`config.mk`:
```
export PLATFORM = sky130hd
export DESIGN_NAME = mips_cpu_ifetch
export DESIGN_NICKNAME = d
export VERILOG_FILES = /design/src/rtl/mips_cpu_pkg.sv /design/src/rtl/mips_cpu_ifetch.sv
export SDC_FILE = /design/constraint.sdc
export NUM_CORES = 1
export LEC_CHECK = 0
export CAP_MARGIN = 10
export CORE_ASPECT_RATIO = 2
export CORE_MARGIN = 2
export CORE_UTILIZATION = 43
export DETAILED_ROUTE_END_ITERATION = 16
export PLACE_DENSITY = 0.87
export SLEW_MARGIN = 25
export SYNTH_ARGS = -nofsm -noshare
export SYNTH_HDL_FRONTEND = slang
export SYNTH_SLANG_ARGS = --single-unit
```
`constraint.sdc`:
```
create_clock -name clk -period 4 [get_ports clk]
set_input_delay 1 -clock clk [delete_from_list [all_inputs] [get_ports clk]]
set_output_delay 1 -clock clk [all_outputs]
set_load 0.01 [all_outputs]
```
`src/rtl/mips_cpu_pkg.sv`:
```
// Shared MIPS CPU definitions: fetch FSM states, fixed addresses
// and the byte-reversal helper used by the instruction fetch unit.
package mips_cpu_pkg;

  typedef enum logic [2:0] {
    F_IDLE  = 3'd0,
    F_REQ   = 3'd1,
    F_HOLD  = 3'd2,
    F_HALT  = 3'd3,
    F_FAULT = 3'd4
  } fetch_state_t;

  localparam logic [31:0] RESET_VECTOR = 32'hBFC0_0000;
  localparam logic [31:0] HALT_ADDR    = 32'h0000_0000;

  function automatic logic [31:0] byteswap32(
    input logic [31:0] w
  );
    return {w[7:0], w[15:8], w[23:16], w[31:24]};
  endfunction

endpackage

```
`src/rtl/mips_cpu_ifetch.sv`:
```
// Instruction fetch: reads the word at pc_in over a waitrequest bus,
// holds it in instr for decode, pulses pc_advance on each accept.
// Ports: clk, rst (async active-low), pc_in/pc_advance to the PC
// unit, mem_* bus master, instr/instr_valid/instr_ready to decode,
// active (low once halted), fault (sticky misalign), fetch_count.
// Option: MIPS_CPU_IFETCH_BYTESWAP_EN byte-reverses fetched words.
module mips_cpu_ifetch
  import mips_cpu_pkg::*;
#(
  parameter int COUNT_W = 32
) (
  input  logic               clk,
  input  logic               rst,
  input  logic [31:0]        pc_in,
  output logic               pc_advance,
  output logic [31:0]        mem_address,
  output logic               mem_read,
  input  logic               mem_waitrequest,
  input  logic [31:0]        mem_readdata,
  output logic [31:0]        instr,
  output logic               instr_valid,
  input  logic               instr_ready,
  output logic               active,
  output logic               fault,
  output logic [COUNT_W-1:0] fetch_count
);

  fetch_state_t state, state_n;

  logic        pc_halt;
  logic        pc_misal;
  logic        rd_ok;
  logic        capture;
  logic        accept;
  logic [31:0] fetch_word;

  assign pc_halt  = (pc_in == HALT_ADDR);
  assign pc_misal = (pc_in[1:0] != 2'b00);
  assign rd_ok    = !pc_halt && !pc_misal;

`ifdef MIPS_CPU_IFETCH_BYTESWAP_EN
  assign fetch_word = byteswap32(mem_readdata);
`else
  assign fetch_word = mem_readdata;
`endif

  // Derived from state so reset drops mem_read with no edge.
  assign mem_address = pc_in;
  assign mem_read    = (state == F_REQ) && rd_ok;
  assign instr_valid = (state == F_HOLD);
  assign pc_advance  = (state == F_HOLD) && instr_ready;
  assign active      = (state != F_HALT);
  assign fault       = (state == F_FAULT);

  assign capture = mem_read && !mem_waitrequest;
  assign accept  = pc_advance;

  always_comb begin
    state_n = state;
    case (state)
      F_IDLE: state_n = F_REQ;
      F_REQ: begin
        if (pc_halt)
          state_n = F_HALT;
        else if (pc_misal)
          state_n = F_FAULT;
        else if (!mem_waitrequest)
          state_n = F_HOLD;
      end
      F_HOLD: begin
        if (instr_ready)
          state_n = F_REQ;
      end
      F_HALT:  state_n = F_HALT;
      F_FAULT: state_n = F_FAULT;
      default: state_n = F_IDLE;
    endcase
  end

  always_ff @(posedge clk or negedge rst) begin
    if (!rst) begin
      state       <= F_IDLE;
      instr       <= '0;
      fetch_count <= '0;
    end else begin
      state <= state_n;
      if (capture)
        instr <= fetch_word;
      if (accept)
        fetch_count <= fetch_count + COUNT_W'(1);
    end
  end

endmodule

```
After elaboration in Yosys (flattened, before gate mapping)

Index checks and enable logic that the tools add are counted.

Output and inout port bits: 101
Register bits after elaboration: 67
Input port bits: 68
Word-level logic and storage cells: 27

Reduce and logical (&&, ||, !) cells: 11
Eq/ne operators: 7
Muxes and demuxes: 5
Add/sub/neg operators: 1

Operators with widths:

| kind                  | count |
|---|---|
| $add 32x1->32 const B | 1 |
| $logic_not 32->1      | 1 |
| $pmux 3 s5            | 1 |
| $mux 3                | 4 |
| $eq 3x2->1 const B    | 2 |
| $logic_and 1x1->1     | 4 |
| $ne 4x4->1 const B    | 1 |
| $eq 3x1->1 const B    | 1 |
| $eq 3x3->1 const B    | 1 |
| $logic_not 1->1       | 3 |
| $logic_not 3->1       | 1 |
| $ne 3x2->1 const B    | 1 |
| $ne 2x1->1 const B    | 1 |
| $reduce_and 2->1      | 1 |
| $reduce_bool 2->1     | 1 |

Depth between registers and ports, before layout

Gate-level depths: netlist (run 1).

Word-level depth: 5
Depth in mapped cells: 7
Depth with buffers taken out: 5

Worst setup path after synthesis (run 1)

Ideal clock, no wire load.

Path type: input to output
Start: input port pc_in[18]
End: output port mem_read
Path buffers: 0
Data arrival time: 1.728 ns
Required time: 3.000 ns
Cell stages on the path: 4
Slack: 1.272 ns
Cell sequence: nor4_1 > nand4_1 > o21bai_1 > nor3_1

Word-level cells in the longest chain between the ends: 4

RTL lines:

| what               | RTL line              | source |
|---|---|---|
| start: declaration | mips_cpu_ifetch.sv:14 | `input logic [31:0] pc_in,` |
| $logic_not 32->1   | mips_cpu_ifetch.sv:37 | `assign pc_halt = (pc_in == HALT_ADDR);` |
| $logic_not 1->1    | mips_cpu_ifetch.sv:39 | `assign rd_ok = !pc_halt && !pc_misal;` |
| $logic_and 1x1->1  | mips_cpu_ifetch.sv:39 |  |
| $logic_and 1x1->1  | mips_cpu_ifetch.sv:49 | `assign mem_read = (state == F_REQ) && rd_ok;` |
| end: declaration   | mips_cpu_ifetch.sv:17 | `output logic mem_read,` |

Every way passes these cells.

Worst setup path after layout (run 1)

Start: input port pc_in[1]
End: output port mem_read

Word-level cells in the longest chain between the ends: 4
Elaborated cells between the ends (all ways): 6
Classes of those cells: reduce/logical (6)

RTL lines:

| what                                                  | RTL line |
|---|---|
| $logic_not 32->1 or $reduce_bool 2->1 (tied branches) | mips_cpu_ifetch.sv:37, mips_cpu_ifetch.sv:38 |
| $logic_not 1->1                                       | mips_cpu_ifetch.sv:39 |
| $logic_and 1x1->1 *                                   | mips_cpu_ifetch.sv:39 |
| $logic_and 1x1->1 *                                   | mips_cpu_ifetch.sv:49 |

Every way passes the cells marked *; elsewhere a longest branch is shown, timed or not.

==> out/results.txt, run 1 <==
flops & latches, synth: 67
Arr. time, crit path: 2800 ps
actual slew at the worst max-slew pin: 631.7 ps
final wirelength: 8571 µm
maximum vdd drop: 291.2 µV
Clk Latency, worst-skew pair: 330 ps
top cells by area, synth: dfrtp_1 (53%), mux2_2 (11%), buf_4 (7.8%)
Fin Setup TNS: 0 ps
Setup violations, final: 0
DRT Pass-1 Iters: 4
register area share after synthesis: 52.53%
Initial Util: 44.26%
min Tclk post-route: 3802 ps
critical path class: in2out
FF/Latch Area: 1677 µm²
Max Cap Viol: 0
Multi-input gate area: 1202 µm²
placed insts: 492
Synth Area in Compound Gates: 1.607%
layout cells sized above 1: 13.25%
RR Startpoint: state[0]
multiplexer share of the synthesized area: 11.29%
crit path max-delay cell type: clkdlybuf4s50_1
Yosys cell types: 33
hold wc startpoint: fetch_count[31]
core footprint: 7212 µm²
non-filler instance count after layout: 507
worst-path cell chain: clkdlybuf4s50_1 -> nor4_1 -> nand4_1 -> o21bai_1 -> nor3_1 -> clkdlybuf4s50_1
GPL Wtd Cong: 0.8091
largest net degree at the start of global routing: 51
Detail Route Antenna Nets: 0
wire per inst: 16.91 µm
critical path's most frequent cell: clkdlybuf4s50_1
Pwr Total: 2.698 mW
initial antenna violation count: 0
Post-CTS Resized: 0
die area: 8170 µm²
Die X-Extent: 64.92 µm
Hold WS: 476.6 ps
Clock transition at path regs: 50 ps
# H-tree levels: 3
Hold Fails Final Rpt: 0
CP Launch Type: input port
antenna cells: 0
clock root buffer: clkbuf_16
simple-gate share of the synthesized area: 15.88%
GRT Overall Usage: 22.16%
hold-fix buffers at CTS: 0
Vias: 2,554
HP Class: reg2reg
Clock Tree Buf Depth: 2
Fillers: 519
share of the synthesized area in the top cell type: 52.53%
CTS buffer count: 9
relative slew slack: 57.89%
PwrDens: 536.9 nW/µm²
Adder-Cell Fraction of Synth Area: 0.3920%
synthesized instance count: 267
Synth area leader: dfrtp_1
R2R depth: 5
Hold Path End: fetch_count[31]
hold depth: 1
RSZ-0062 raised after global routing: no
RR Endpoint: fetch_count[31]
Setup Buffers After CTS: 0
clock tree sinks: 67
synth cell count leaders: dfrtp_1 (67), buf_4 (33), mux2_2 (32)
max incr delay on CP: 490 ps
Avg Cell Area, Syn: 11.95 µm²
largest family of logic cells by synthesized area: simple AND/OR/NAND/NOR gates
mapped cell area: 3192 µm²
Req. time, crit path: 3000 ps
first-pass GRT wire length: 13,500 µm
status: complete, no violations
Port Buf Inserts: 168
Post-layout nets: 480
DP HPWL: 6764 µm
I/O pins: 169
CP Capture Type: output pin
most frequent cell after synthesis: dfrtp_1
Clock Skews: 6.498 ps
fraction of registers with async set/reset: 100.0%
row count: 44
Post-synth EDFFs: 0
vias per inst: 5.037
top_reg_cell synth: dfrtp_1
drt drc: 0
LEAKAGE: 2.122 nW
Core Util, Final: 69.67%
Final Max Tran Viols: 0
vias in the first global route: 2,762
syn_nets: 336
CP Max Fanout: 4
area grow syn2layout: 57.43%
fmax: 263.0 MHz
Die Height: 125.8 µm
Detailed Route Iter0 Violations: 167
Synthesis Warnings: 0
Post-Synth XOR/XNOR Area: 8.506%
global route overflow: 0
CTS tree: yes
reg-to-reg setup timing slack: 2080 ps
final period utilization: 95.05%
## worst max path at each step
stage / start / endpoint / slack [ps] / cells past startpoint
final: pc_in[1] / mem_read / 200 / 6
after global routing: pc_in[3] / mem_read / 60 / 6
after CTS: pc_in[1] / mem_read / 190 / 6
after detailed placement: pc_in[9] / mem_read / 190 / 6
after global placement: pc_in[3] / mem_read / 240 / 6
after floorplan: pc_in[18] / mem_read / 1270 / 4
## state kept, by name, indices dropped and copies added (netlist names)
name and flops:
fetch_count 32, instr 32, state 3
## final cells by class
| cell class | count | area share [%] |
|---|---|---|
| timing repair buffer | 171 | 33.86 |
| sequential | 67 | 33.37 |
| clock buffer | 14 | 5.652 |
| clock inverter | 1 | 0.5976 |
| multi-input combinational | 158 | 23.93 |
| inverter | 4 | 0.2988 |
| tap | 92 | 2.291 |
## stage by stage
stage	worst slack [ps]	cell area [µm²]
after detailed placement	190.7	4711
after global routing	63.04	5025
after floorplan	1272	3192
after global placement	235.9	4708
final	198.0	5025
after CTS	193.6	5025
## worst max-delay path, delay by kind of cell
kind / cells / cell delay (ps)
compound gates: 1 / 270
buf+inv: 2 / 950
simple gates: 3 / 590
## power breakdown
part / switching [mW] / internal [mW] / total [mW] / leakage (nW)
Clock: 0.263 / 0.547 / 0.810 / 0.155
Combinational: 0.331 / 0.563 / 0.894 / 1.10
Sequential: 0.128 / 0.867 / 0.994 / 0.867
## routing by layer
layer / vias to the layer above / share of wire, % / track usage (%)
met5: - / 0 / 0
met4: 0 / 3.7 / 11.64
met3: 19 / 6.5 / 6.875
met2: 114 / 58 / 41.06
met1: 1222 / 32 / 20.80
li1: 1199 / - / -
## cell families after synthesis
family / count (synthesis)
buffers and inverters: 42
flip-flops: 67
adder cells (fa/ha/maj): 1
multiplexers: 32
XOR/XNOR: 31
AND/OR/NAND/NOR: 86
AO/OA/AOI/OAI: 8
## cells in the final DEF (no fill, tap or decap), types with 7 or more instances in the layout
cell type,netlist,layout
mux2_2,32,32
xnor2_1,25,25
dfrtp_1,67,67
nor4_1,12,12
clkdlybuf4s50_1,0,167
nand3_1,7,7
clkbuf_16,0,9
nand4_1,17,17
nand2_1,18,18
No activity file was read; power rests on OpenSTA's default activity.
==> run 2, diff against run 1 <==
Settings changed: RECOVER_POWER set to 25.
==> run 2 against run 1 <==
Effect of this change: the flow now finishes with violations (capacitance limit, slew limit); core utilization down 0.087 points; sequential power hardly changed; worst setup slack did not move; critical path type unchanged; maximum frequency is the same; register-to-register slack hardly changed; sequential cell count did not move; global-route usage unchanged.
==> out/results.txt, run 2 (synthesized netlist as in run 1, its figures left out) <==
status: finished with violations (was complete, no violations)
failing checks: capacitance limit, slew limit
Buf+Inv Stages, Crit Path: 2 (unchanged)
Initial Util: 44.26% (unchanged)
critical path's most frequent cell: clkdlybuf4s50_1 (unchanged)
wire per inst: 16.97 µm (was 16.91 µm)
Fillers: 522 (was 519)
CTS tree: yes (unchanged)
most frequent cells in the layout: clkdlybuf4s50_1 (167), dfrtp_1 (67), mux2_2 (32) (unchanged)
DRT Pass-1 Iters: 4 (unchanged)
Final Max Tran Viols: 51 (was 0)
# H-tree levels: 3 (unchanged)
final period utilization: 95.05% (unchanged)
vias per inst: 5.063 (was 5.037)
LEAKAGE: 2.118 nW (was 2.122 nW)
Die Height: 125.8 µm (unchanged)
Post-CTS Resized: 0 (unchanged)
commonest non-fill, non-tap cell in the layout: clkdlybuf4s50_1 (unchanged)
die area: 8170 µm² (unchanged)
PwrDens: 537.8 nW/µm² (was 536.9 nW/µm²)
Clk Latency, worst-skew pair: 330 ps (about the same)
Die X-Extent: 64.92 µm (unchanged)
initial antenna violation count: 0 (unchanged)
fmax: 263.0 MHz (unchanged)
Arr. time, crit path: 2800 ps (about the same)
GR Layer Usage met1: 20.80% (unchanged)
Core Util, Final: 69.59% (was 69.67%)
Detail Route Antenna Nets: 0 (unchanged)
RSZ-0062 raised after global routing: no (unchanged)
CP Launch Type: input port (unchanged)
grt met3 use: 6.875% (unchanged)
actual slew at the worst max-slew pin: 2669 ps (was 631.7 ps)
top flop regs: fetch_count (32), instr (32), state (3) (unchanged)
Setup Buffers After CTS: 0 (unchanged)
row count: 44 (unchanged)
Clock Tree Buf Depth: 2 (unchanged)
HP Class: reg2reg (unchanged)
maximum vdd drop: 291.2 µV (about the same)
largest net degree at the start of global routing: 51 (unchanged)
Hold Fails Final Rpt: 0 (unchanged)
first-pass GRT wire length: 13,500 µm (unchanged)
area grow syn2layout: 57.23% (was 57.43%)
antenna cells: 0 (unchanged)
Req. time, crit path: 3000 ps (about the same)
critical path class: in2out (unchanged)
relative slew slack: -77.93% (was 57.89%)
drt drc: 0 (unchanged)
min Tclk post-route: 3802 ps (unchanged)
global route overflow: 0 (unchanged)
Max Cap Viol: 1 (was 0)
DP HPWL: 6764 µm (unchanged)
CP Capture Type: output pin (unchanged)
max incr delay on CP: 490 ps (about the same)
GPL Wtd Cong: 0.8091 (unchanged)
clock root buffer: clkbuf_16 (unchanged)
Detailed Route Iter0 Violations: 149 (was 167)
GRT Overall Usage: 22.16% (unchanged)
GRT Max-Usage Layer: met2 (unchanged)
final worst setup slack: 198.0 ps (unchanged)
Post-layout nets: 480 (unchanged)
crit path max-delay cell type: clkdlybuf4s50_1 (unchanged)
CTS buffer count: 9 (unchanged)
clock tree sinks: 67 (unchanged)
Setup violations, final: 0 (unchanged)
worst-path cell chain: clkdlybuf4s50_1 -> nor4_1 -> nand4_1 -> o21bai_1 -> nor3_1 -> clkdlybuf4s50_1 (unchanged)
Port Buf Inserts: 168 (unchanged)
Place WS: 190.7 ps (unchanged)
CP Max Fanout: 4 (unchanged)
Clock transition at path regs: 50 ps (about the same)
M2 GR Usage: 41.06% (unchanged)
I/O pins: 169 (unchanged)
layout cells sized above 1: 13.01% (was 13.25%)
Fin Setup TNS: 0 ps (unchanged)
crit-path leading delay family: buffers and inverters (unchanged)
Clock Skews: 6.397 ps (was 6.498 ps)
Vias: 2,567 (was 2,554)
vias in the first global route: 2,762 (unchanged)
core footprint: 7212 µm² (unchanged)
hold-fix buffers at CTS: 0 (unchanged)
final wirelength: 8604 µm (was 8571 µm)
==> run 2: changes by cell type in the layout (fill, tap and decap cells not counted), sizes merged <==
cell,previous run,this run
buf,4,2
clkbuf,14,16
==> run 2: cell type report <==
| cell class | instances | area [µm²] | share of cell area (%) |
|---|---|---|---|
| well taps | 92 | 115.1 | 2.294 |
| flip-flops and latches | 67 | 1677 | 33.41 |
| clock buffers | 14 | 284.0 | 5.659 |
| repair buffers | 171 | 1695 | 33.78 |
| inverters | 4 | 15.01 | 0.2992 |
| multi-input cells | 158 | 1202 | 23.96 |
| clock inverters | 1 | 30.03 | 0.5984 |
==> run 2: report_power, final <==
part	internal (mW)	switching (mW)	total, mW
sequential	0.867	0.128	0.995
combinational	0.562	0.331	0.893
clock	0.547	0.264	0.810
total	1.98	0.723	2.70
==> run 2: per-layer routing <==
metal	vias up	routed length (µm)
met5	-	0
met4	0	318
met3	21	570
met2	114	4971
met1	1232	2744
li1	1200	-
==> run 2: per-stage QoR <==
| stage | hold slack, ps | instance area, µm² | instances | total power [mW] |
|---|---|---|---|---|
| 4_1_cts | 476.9 | 5025 | 507 | 2.733 |
| 5_1_grt | 493.1 | 5019 | 507 | 2.826 |
| 2_1_floorplan | 507.4 | 3192 | 267 | 1.358 |
| 3_5_place_dp | 465.4 | 4711 | 492 | 1.913 |
| 6_report | 477.1 | 5019 | 507 | 2.699 |
| 3_3_place_gp | 464.2 | 4708 | 492 | 1.872 |
==> run 2: worst reg2reg max path, delay by kind of cell, from the launching register on <==
family / cells / cell delay (ps)
xor gates and xnor gates: 1 / 170
buffers and inverters: 1 / 200
DFF: 1 / 450
and+or+nand+nor: 3 / 990
==> run 2: final timing paths <==
kind / startpoint / to / slack, ps / cells past startpoint
setup / recovery: pc_in[1] / mem_read / 200 / 6
hold / removal: fetch_count[31] / fetch_count[31] / 480 / 1
setup reg to reg: state[0] / fetch_count[31] / 2080 / 5
hold reg to reg: fetch_count[31] / fetch_count[31] / 480 / 1
max in group asynchronous: rst / fetch_count[14] / 900 / 2
min in group asynchronous: rst / instr[3] / 1510 / 1
==> run 3, diff against run 2 <==
--- a/constraint.sdc
+++ b/constraint.sdc
@@ -3,2 +3,2 @@
 set_output_delay 1 -clock clk [all_outputs]
-set_load 0.01 [all_outputs]
+set_load 0.1 [all_outputs]
==> run 3 against run 2 <==
Effect of this change: worst setup slack better by 230 ps; design area fell by 2.2%; maximum frequency up 6.5%; non-clock buffer count fell by 1; hold slack gained 5.5 ps; clock skew up 0.71 ps; global-route usage is 1.2 points lower; largest power group is now combinational logic; highest routed layer unchanged; core utilization fell by 1.5 points; the run still ends with capacitance limit, slew limit left; critical endpoint unchanged; critical path type unchanged; register-to-register slack worse by 120 ps; first-iteration DRC count shrank 34%; sequential cell count unchanged; clock power shrank 11%.
==> out/results.txt, run 3 (synthesized netlist as in run 1, its figures left out) <==
Hold WS: 482.6 ps (was 477.1 ps)
most frequent cells in the layout: clkdlybuf4s50_1 (130), dfrtp_1 (67), buf_4 (36) (was clkdlybuf4s50_1 (167), dfrtp_1 (67), mux2_2 (32))
GPL Wtd Cong: 0.7806 (was 0.8091)
DRT Pass-1 Iters: 4 (unchanged)
I/O pins: 169 (unchanged)
vias in the first global route: 2,693 (was 2,762)
Clock Skews: 7.111 ps (was 6.397 ps)
# H-tree levels: 3 (unchanged)
wire per inst: 15.59 µm (was 16.97 µm)
vias per inst: 5.024 (was 5.063)
maximum vdd drop: 787.1 µV (was 291.2 µV)
Post-layout nets: 479 (was 480)
max incr delay on CP: 420 ps (was 490 ps)
Fin Setup TNS: 0 ps (unchanged)
CTS tree: yes (unchanged)
LEAKAGE: 2.138 nW (was 2.118 nW)
fmax: 280.1 MHz (was 263.0 MHz)
Detail Route Antenna Nets: 0 (unchanged)
Post-CTS Resized: 0 (unchanged)
drt drc: 0 (unchanged)
commonest non-fill, non-tap cell in the layout: clkdlybuf4s50_1 (unchanged)
first-pass GRT wire length: 12,920 µm (was 13,500 µm)
DP HPWL: 6234 µm (was 6764 µm)
Die X-Extent: 64.92 µm (unchanged)
relative slew slack: -73.42% (was -77.93%)
Setup violations, final: 0 (unchanged)
Max Cap Viol: 1 (unchanged)
worst-path cell chain: clkdlybuf4s50_1 -> nor4_1 -> nand4_1 -> o21bai_1 -> nor3_2 -> buf_12 (was clkdlybuf4s50_1 -> nor4_1 -> nand4_1 -> o21bai_1 -> nor3_1 -> clkdlybuf4s50_1)
GRT Overall Usage: 20.93% (was 22.16%)
Clock transition at path regs: 50 ps (about the same)
actual slew at the worst max-slew pin: 2601 ps (was 2669 ps)
area grow syn2layout: 53.78% (was 57.23%)
crit path max-delay cell type: clkdlybuf4s50_1 (unchanged)
largest net degree at the start of global routing: 51 (unchanged)
PwrDens: 815.0 nW/µm² (was 537.8 nW/µm²)
Die Height: 125.8 µm (unchanged)
HP Class: reg2reg (unchanged)
final wirelength: 7905 µm (was 8604 µm)
clock tree sinks: 67 (unchanged)
Buf+Inv Stages, Crit Path: 2 (unchanged)
Initial Util: 44.26% (unchanged)
CP Capture Type: output pin (unchanged)
Clk Latency, worst-skew pair: 320 ps (was 330 ps)
min Tclk post-route: 3570 ps (was 3802 ps)
failing checks: capacitance limit, slew limit (unchanged)
global route overflow: 0 (unchanged)
antenna cells: 0 (unchanged)
Multi-input gate area: 1207 µm² (was 1202 µm²)
clock root buffer: clkbuf_16 (unchanged)
CP Max Fanout: 3 (was 4)
Fillers: 525 (was 522)
Final Max Tran Viols: 51 (unchanged)
Req. time, crit path: 3000 ps (about the same)
layout cells sized above 1: 21.69% (was 13.01%)
initial antenna violation count: 0 (unchanged)
die area: 8170 µm² (unchanged)
final period utilization: 89.26% (was 95.05%)
Detailed Route Iter0 Violations: 99 (was 149)
hold-fix buffers at CTS: 0 (unchanged)
reg-to-reg setup timing slack: 1960 ps (was 2080 ps)
RSZ-0062 raised after global routing: no (unchanged)
row count: 44 (unchanged)
crit-path leading delay family: simple AND/OR/NAND/NOR gates (was buffers and inverters)
critical path class: in2out (unchanged)
Hold Fails Final Rpt: 0 (unchanged)
top flop regs: fetch_count (32), instr (32), state (3) (unchanged)
Vias: 2,547 (was 2,567)
CP Launch Type: input port (unchanged)
Clock Tree Buf Depth: 2 (unchanged)
CTS buffer count: 9 (unchanged)
FF/Latch Area: 1677 µm² (unchanged)
Port Buf Inserts: 168 (unchanged)
Arr. time, crit path: 2570 ps (was 2800 ps)
Setup Buffers After CTS: 0 (unchanged)
core footprint: 7212 µm² (unchanged)
status: finished with violations (unchanged)
==> run 3: per-layer routing <==
metal	GRT usage, %	vias to the layer above	share of wire [%]
li1	-	1197	-
met1	20.92	1235	34
met2	39.36	108	59
met3	5.893	7	6.0
met4	8.010	0	1.5
met5	0	-	0
==> run 3: report_power, final <==
part	switching, mW	internal [mW]
registers	0.126	0.866
logic	1.74	0.552
clock network	0.268	0.451
==> run 3: final cells by class <==
cell class	count	area share (%)
Clock buffer	14	5.379
Sequential cell	67	34.16
Clock inverter	2	0.2039
Inverter	4	0.3059
Timing Repair Buffer	170	33.01
Multi-Input combinational cell	158	24.60
Tap cell	92	2.345
==> run 3: per-stage QoR <==
stage / total power, mW / instance area (µm²) / util, % / setup slack (ps) / instances
CTS: 4.032 / 4915 / 68.15 / 389.9 / 507
finish: 4.001 / 4908 / 68.06 / 429.6 / 507
floorplan: 2.749 / 3197 / - / 289.4 / 267
global placement: 3.268 / 4638 / 64.31 / 459.6 / 491
detailed placement: 3.302 / 4641 / 64.35 / 404.6 / 491
global route: 4.129 / 4908 / 68.06 / 302.7 / 507
==> run 3: worst paths after layout <==
kind                                 startpoint         endpoint  depth (start not counted)
worst min register to register  fetch_count[31]  fetch_count[31]                          1
min in group asynchronous                   rst         instr[4]                          1
max in group asynchronous                   rst  fetch_count[11]                          2
worst max-delay path                  pc_in[19]         mem_read                          6
worst max register to register         state[0]  fetch_count[31]                          4
worst min-delay path            fetch_count[31]  fetch_count[31]                          1
